`config.mk`:
```
export PLATFORM = sky130hd
export DESIGN_NAME = lab3_vector_driver_flat
export DESIGN_NICKNAME = d
export VERILOG_FILES = /design/src/rtl/lab3_vector_driver_if.sv /design/src/rtl/lab3_vector_driver.sv /design/src/flat_wrapper.sv
export SDC_FILE = /design/constraint.sdc
export NUM_CORES = 1
export LEC_CHECK = 0
export BUFFER_PORTS_ARGS = -buffer_cell sky130_fd_sc_hd__buf_2
export CAP_MARGIN = 15
export CORE_MARGIN = 4
export CORE_UTILIZATION = 50
export CTS_BUF_LIST = sky130_fd_sc_hd__clkbuf_4
export DETAILED_ROUTE_END_ITERATION = 16
export PLACE_DENSITY = 0.75
export SKIP_CTS_REPAIR_TIMING = 1
export SKIP_LAST_GASP = 1
export SLEW_MARGIN = 20
export SYNTH_ARGS = -nofsm -noshare
export SYNTH_HDL_FRONTEND = slang
export SYNTH_SLANG_ARGS = --single-unit
```
`constraint.sdc`:
```
create_clock -name clk -period 2.63 [get_ports clk]
set_input_delay 0.1315 -clock clk [delete_from_list [all_inputs] [get_ports clk]]
set_output_delay 0.1315 -clock clk [all_outputs]
set_load 0.01 [all_outputs]
```
`src/rtl/lab3_vector_driver_if.sv`:
```
// Bus between the lab3 vector driver and the complex-gate under test plus its
// status consumer. The master side is the driver itself.
interface lab3_vector_driver_if #(
  parameter int ERR_W = 7
);
  logic             start;
  logic [5:0]       dut_in;
  logic             dut_y;
  logic             busy;
  logic             done;
  logic             pass;
  logic [ERR_W-1:0] err_count;
  logic [5:0]       first_fail_vec;
  logic             first_fail_valid;

  modport master (
    input  start, dut_y,
    output dut_in, busy, done, pass, err_count, first_fail_vec, first_fail_valid
  );

  modport slave (
    output start, dut_y,
    input  dut_in, busy, done, pass, err_count, first_fail_vec, first_fail_valid
  );
endinterface

```
`src/rtl/lab3_vector_driver.sv`:
```
// Exhaustive stimulus/checker for the lab3 gate Y = ~((A|B) & ((C&D)|(E&F))):
// walks all 64 input codes, settles each, samples Y and tallies mismatches.
module lab3_vector_driver #(
  parameter int SETTLE_CYCLES = 2,
  parameter int ERR_W         = 7
) (
  input  logic                 clk,
  input  logic                 rst_n,
  lab3_vector_driver_if.master bus
);

  if (SETTLE_CYCLES < 1 || SETTLE_CYCLES > 255) begin : g_bad_settle
    $error("SETTLE_CYCLES must lie in 1..255");
  end

  typedef enum logic [1:0] {
    IDLE   = 2'd0,
    DRIVE  = 2'd1,
    SAMPLE = 2'd2,
    DONE   = 2'd3
  } state_e;

  localparam logic [7:0]       SETTLE_LAST = 8'(SETTLE_CYCLES - 1);
  localparam logic [ERR_W-1:0] ERR_MAX     = '1;

  state_e           state_q, state_d;
  logic [5:0]       vec_q, vec_d;
  logic [7:0]       settle_q, settle_d;
  logic [ERR_W-1:0] err_q, err_d;
  logic [5:0]       ffv_q, ffv_d;
  logic             ffok_q, ffok_d;

  function automatic logic golden(input logic [5:0] v);
    return ~((v[5] | v[4]) & ((v[3] & v[2]) | (v[1] & v[0])));
  endfunction

  function automatic logic [ERR_W-1:0] sat_inc(input logic [ERR_W-1:0] c);
    return (c == ERR_MAX) ? c : c + ERR_W'(1);
  endfunction

  always_comb begin
    state_d  = state_q;
    vec_d    = vec_q;
    settle_d = settle_q;
    err_d    = err_q;
    ffv_d    = ffv_q;
    ffok_d   = ffok_q;
    case (state_q)
      IDLE, DONE: begin
        if (bus.start) begin
          state_d  = DRIVE;
          vec_d    = 6'd0;
          settle_d = 8'd0;
          err_d    = '0;
          ffv_d    = 6'd0;
          ffok_d   = 1'b0;
        end
      end
      DRIVE: begin
        settle_d = settle_q + 8'd1;
        if (settle_q == SETTLE_LAST) state_d = SAMPLE;
      end
      SAMPLE: begin
        if (bus.dut_y != golden(vec_q)) begin
          err_d = sat_inc(err_q);
          if (!ffok_q) begin
            ffok_d = 1'b1;
            ffv_d  = vec_q;
          end
        end
        // Last code ends the sweep; the counter is never allowed to wrap to 0.
        if (vec_q == 6'd63) begin
          state_d = DONE;
        end else begin
          vec_d    = vec_q + 6'd1;
          settle_d = 8'd0;
          state_d  = DRIVE;
        end
      end
      default: state_d = IDLE;
    endcase
  end

  always_ff @(posedge clk or negedge rst_n) begin
    if (!rst_n) begin
      state_q  <= IDLE;
      vec_q    <= 6'd0;
      settle_q <= 8'd0;
      err_q    <= '0;
      ffv_q    <= 6'd0;
      ffok_q   <= 1'b0;
    end else begin
      state_q  <= state_d;
      vec_q    <= vec_d;
      settle_q <= settle_d;
      err_q    <= err_d;
      ffv_q    <= ffv_d;
      ffok_q   <= ffok_d;
    end
  end

  // vec_q already reads 0 in IDLE and 63 in DONE, so it drives the gate directly.
  assign bus.dut_in           = vec_q;
  assign bus.busy             = (state_q == DRIVE) || (state_q == SAMPLE);
  assign bus.done             = (state_q == DONE);
  assign bus.pass             = (state_q == DONE) && (err_q == '0);
  assign bus.err_count        = err_q;
  assign bus.first_fail_vec   = ffv_q;
  assign bus.first_fail_valid = ffok_q;

endmodule

```
`src/flat_wrapper.sv`:
```
// flat-port wrapper written by rule: the top's interface ports become plain ports
module lab3_vector_driver_flat 
#(
  parameter int SETTLE_CYCLES = 2,
  parameter int ERR_W         = 7
)
  (clk, rst_n, bus_start, bus_dut_y, bus_dut_in, bus_busy, bus_done, bus_pass, bus_err_count, bus_first_fail_vec, bus_first_fail_valid);
  lab3_vector_driver_if #(.ERR_W(ERR_W)) bus_i ();
  input  logic clk;
  input  logic rst_n;
  input wire logic [$bits(bus_i.start)-1:0] bus_start;
  input wire logic [$bits(bus_i.dut_y)-1:0] bus_dut_y;
  output wire logic [$bits(bus_i.dut_in)-1:0] bus_dut_in;
  output wire logic [$bits(bus_i.busy)-1:0] bus_busy;
  output wire logic [$bits(bus_i.done)-1:0] bus_done;
  output wire logic [$bits(bus_i.pass)-1:0] bus_pass;
  output wire logic [$bits(bus_i.err_count)-1:0] bus_err_count;
  output wire logic [$bits(bus_i.first_fail_vec)-1:0] bus_first_fail_vec;
  output wire logic [$bits(bus_i.first_fail_valid)-1:0] bus_first_fail_valid;
  assign bus_i.start = bus_start;
  assign bus_i.dut_y = bus_dut_y;
  assign bus_dut_in = bus_i.dut_in;
  assign bus_busy = bus_i.busy;
  assign bus_done = bus_i.done;
  assign bus_pass = bus_i.pass;
  assign bus_err_count = bus_i.err_count;
  assign bus_first_fail_vec = bus_i.first_fail_vec;
  assign bus_first_fail_valid = bus_i.first_fail_valid;
  lab3_vector_driver #(.SETTLE_CYCLES(SETTLE_CYCLES), .ERR_W(ERR_W)) u_core (.clk(clk), .rst_n(rst_n), .bus(bus_i));
endmodule
```
==> results.md <==
* Outcome: complete, no violations
* Cell variety after synth at 48
* Routed wire length at 3860 um
* Die Ht at 68.3 um
* Crit. End Element: flop
* Register area at 751 um2
* Gr ovfl total at 0
* Slew Viols, Final at 0
* Worst VDD drop at 0.304 mV
* Share of layout cells above drive strength 1 at 18.8%
* Avg Inst Size Synth at 9.22 um2
* Clock Skews at 0.0151 ns
* Sequential cell area fraction in the yosys report at 41.4%
* DP HPWL at 2790 um
* Worst EP required at 2.86 ns
* Final setup vio count at 0
* Multi-input combinational cell area at 1000 um2
* Die ar. at 4660 um2
* Place WS at 0.488 ns
* Total Routing Usage GR at 18.8%
* CP endpoint: u_core.bus.first_fail_vec[1]$_DFFE_PN0P_
* TritonCTS clock tree: done
* First-pass GRT wire length at 6590 um
* Worst hold path class: input pin to flop
* Fin crit period at 2.17 ns
* Area Overhead vs Synth at 12.3%
* Slew @ Worst Pin at 0.840 ns
* Clock Sinks at 30
* Yosys warns at 0
* Reg2reg start: u_core.bus.dut_in[0]$_DFFE_PN0P_
* CTS clk-pin slew, worst paths at 0.09 ns
* CP Max Fanout at 11
* Gpl congestion at 0.817
* Clk_lat worst skew at 0.33 ns
* Cell Pwr Density at 467 nW/um2
* RR Endpoint: u_core.bus.first_fail_vec[1]$_DFFE_PN0P_
* Final ANT Viol Nets at 0
* Mapped Area at 1820 um2
* Final worst slack at 0.463 ns
* Row cnt at 21
* Util after Layout at 59.7%
* Synthesized Nets at 210
* Critical path class: flop to flop
* H-tree depth at 2
* Worst-case clock buffer depth at 2
* Critical Path Start: u_core.bus.dut_in[0]$_DFFE_PN0P_
* Worst-path cell chain: ha_1, a21oi_1, o221ai_1, or3_1, o211ai_1
* DRC at 0
* Slowest cell delay on critical path at 0.59 ns
* Critical Path AT at 2.40 ns
* Worst R2R Setup Slack at 0.46 ns
* I/O pin total at 27
* First-pass DRT Iterations at 4
* # fillers at 327
* Max Fclk at 0.461 GHz
* Final hold violations at 0
* Count of nets after finishing at 238
* Post-synthesis cell count at 197
* Final period utilization at 82.4%
* Initial antenna violation count at 0
* Unrepaired setup endpoints after global routing: false
* Core box area at 3420 um2
* Worst slew margin at 44.0%
* Leak pwr at 0.910 nW
* Register bit total from synthesis at 30
* Setup Total Neg Slack at 0 ns
* Pin count of the biggest net entering global routing at 31
* Chip Width at 68.3 um
* Iteration-0 DRC Markers at 60
* DR vias/cell at 5.81
* CP max-delay cell: or3_1
* Root buffer cell: clkbuf_4
* Total CTS buffers at 5
* PortBufs at 26
* Vias in the first global route at 1,434
* R2R cell count at 5
* Starting Density at 53.2%
* Vias at 1,569
* Post-detailed-route wirelength per cell at 14.3 um
* Max-Cap Viols at 0
* Antenna diode count at 0
* CP Launch Type: flop
==> power by group <==
group	internal [mW]	total (mW)	switching, mW	leakage (nW)
sequential	0.500	0.558	0.0577	0.388
clock	0.0911	0.241	0.150	0.0246
combinational	0.0734	0.152	0.0790	0.497
==> sequential cells by signal, indices dropped and copies added, names as in the netlist <==
register and count:
u_core.bus.first_fail_vec 6, u_core.bus.first_fail_valid 1, u_core.settle_q 8, u_core.bus.dut_in 6, u_core.state_q 2, u_core.bus.err_count 7
==> per-stage QoR <==
| stage | total power [mW] | hold slack, ns | instance area, um2 | cells |
|---|---|---|---|---|
| floorplan | 0.643 | -0.164 | 1820 | 197 |
| global placement | 0.719 | 0.208 | 1990 | 263 |
| detailed placement | 0.719 | 0.214 | 1990 | 263 |
| CTS | 0.958 | -0.151 | 2030 | 269 |
| global route | 1.01 | 0.303 | 2040 | 270 |
| finish | 0.951 | 0.277 | 2040 | 270 |
==> synthesized netlist by cell type, drive strengths merged <==
master	n	area share, %
o21ai	10	2.8
a211o	2	1.4
nand2	26	5.4
a311oi	1	0.48
nand4	1	0.34
o41ai	1	0.48
a21oi	11	3.0
xor2	1	0.48
mux2i	2	1.1
dfrtp	30	41
nor3	2	0.55
o221a	1	0.62
o21bai	1	0.41
or3	5	1.9
nor2	9	1.9
o221ai	2	0.97
mux2	2	1.2
buf	2	0.69
and4	2	0.97
nand3b	2	0.83
nand4bb	1	0.62
nand3	10	2.8
and2	2	0.69
xnor2	2	0.97
and2b	1	0.41
clkbuf	7	1.4
or4	2	0.83
inv	7	1.4
o211a	1	0.55
nand2b	5	1.7
ha	9	6.2
a221o	2	1.1
a31oi	3	1.0
nor2b	1	0.34
a211oi	2	0.83
nor3b	1	0.41
and3	7	3.0
o31ai	2	0.83
o211ai	14	5.8
a41oi	1	0.48
or3b	1	0.48
nor4	2	0.69
or4b	1	0.55
==> critical path, delay by kind of cell (launching register included) <==
family	cells	cell delay, ns
AOI/OAI and AO/OA	3	0.77
and+or+nand+nor	1	0.59
DFF	1	0.44
adders and majority gates	1	0.28
==> placed cells by master (no fill, tap or decap), types with 5 or more instances in the layout <==
| cell type | count |
|---|---|
| nor2_1 | 9 |
| inv_1 | 7 |
| o21ai_0 | 9 |
| dfrtp_1 | 30 |
| clkbuf_4 | 5 |
| and3_1 | 5 |
| o211ai_1 | 14 |
| ha_1 | 9 |
| nand3_1 | 10 |
| buf_2 | 26 |
| a21oi_1 | 11 |
| nand2b_1 | 5 |
| nand2_1 | 26 |
==> layout make-up <==
cell class,instances,share of cell area (%)
Clock buffer,5,1.84
Clock inverter,1,0.184
Inverter,7,1.29
Multi-Input combinational cell,151,49.0
Sequential cell,30,36.8
Tap cell,46,2.82
Timing Repair Buffer,30,7.98
==> how the worst min path moves through the flow <==
| stage | startpoint | endpoint | slack (ns) | cells after the start |
|---|---|---|---|---|
| finish | bus_start | u_core.bus.err_count[4]$_DFFE_PN0P_ | 0.28 | 3 |
| global route | bus_start | u_core.bus.err_count[4]$_DFFE_PN0P_ | 0.30 | 3 |
| CTS | rst_n | u_core.settle_q[7]$_DFFE_PN0P_ | -0.15 | 1 |
| detailed placement | rst_n | u_core.settle_q[1]$_DFFE_PN0P_ | 0.21 | 1 |
| global placement | rst_n | u_core.settle_q[1]$_DFFE_PN0P_ | 0.21 | 1 |
| floorplan | rst_n | u_core.bus.dut_in[0]$_DFFE_PN0P_ | -0.16 | 0 |
==> routing by layer <==
metal,global-route usage [%],vias to the layer above,part of all wire (%)
li1,-,787,-
met1,26.0,749,50
met2,28.8,26,46
met3,3.94,7,3.6
met4,6.70,0,1.2
met5,0,-,0
==> cells by family (layout without fill, tap and decap cells) <==
| group | count (synthesis) | after routing | synth area share, % |
|---|---|---|---|
| simple gates | 81 | 81 | 24.3 |
| compound gates | 54 | 54 | 20.8 |
| flops | 30 | 30 | 41.4 |
| buf+inv | 16 | 43 | 3.58 |
| fa+ha+maj | 9 | 9 | 6.20 |
| mux | 4 | 4 | 2.34 |
| xor+xnor | 3 | 3 | 1.45 |
No activity file was read; power rests on OpenSTA's default activity.
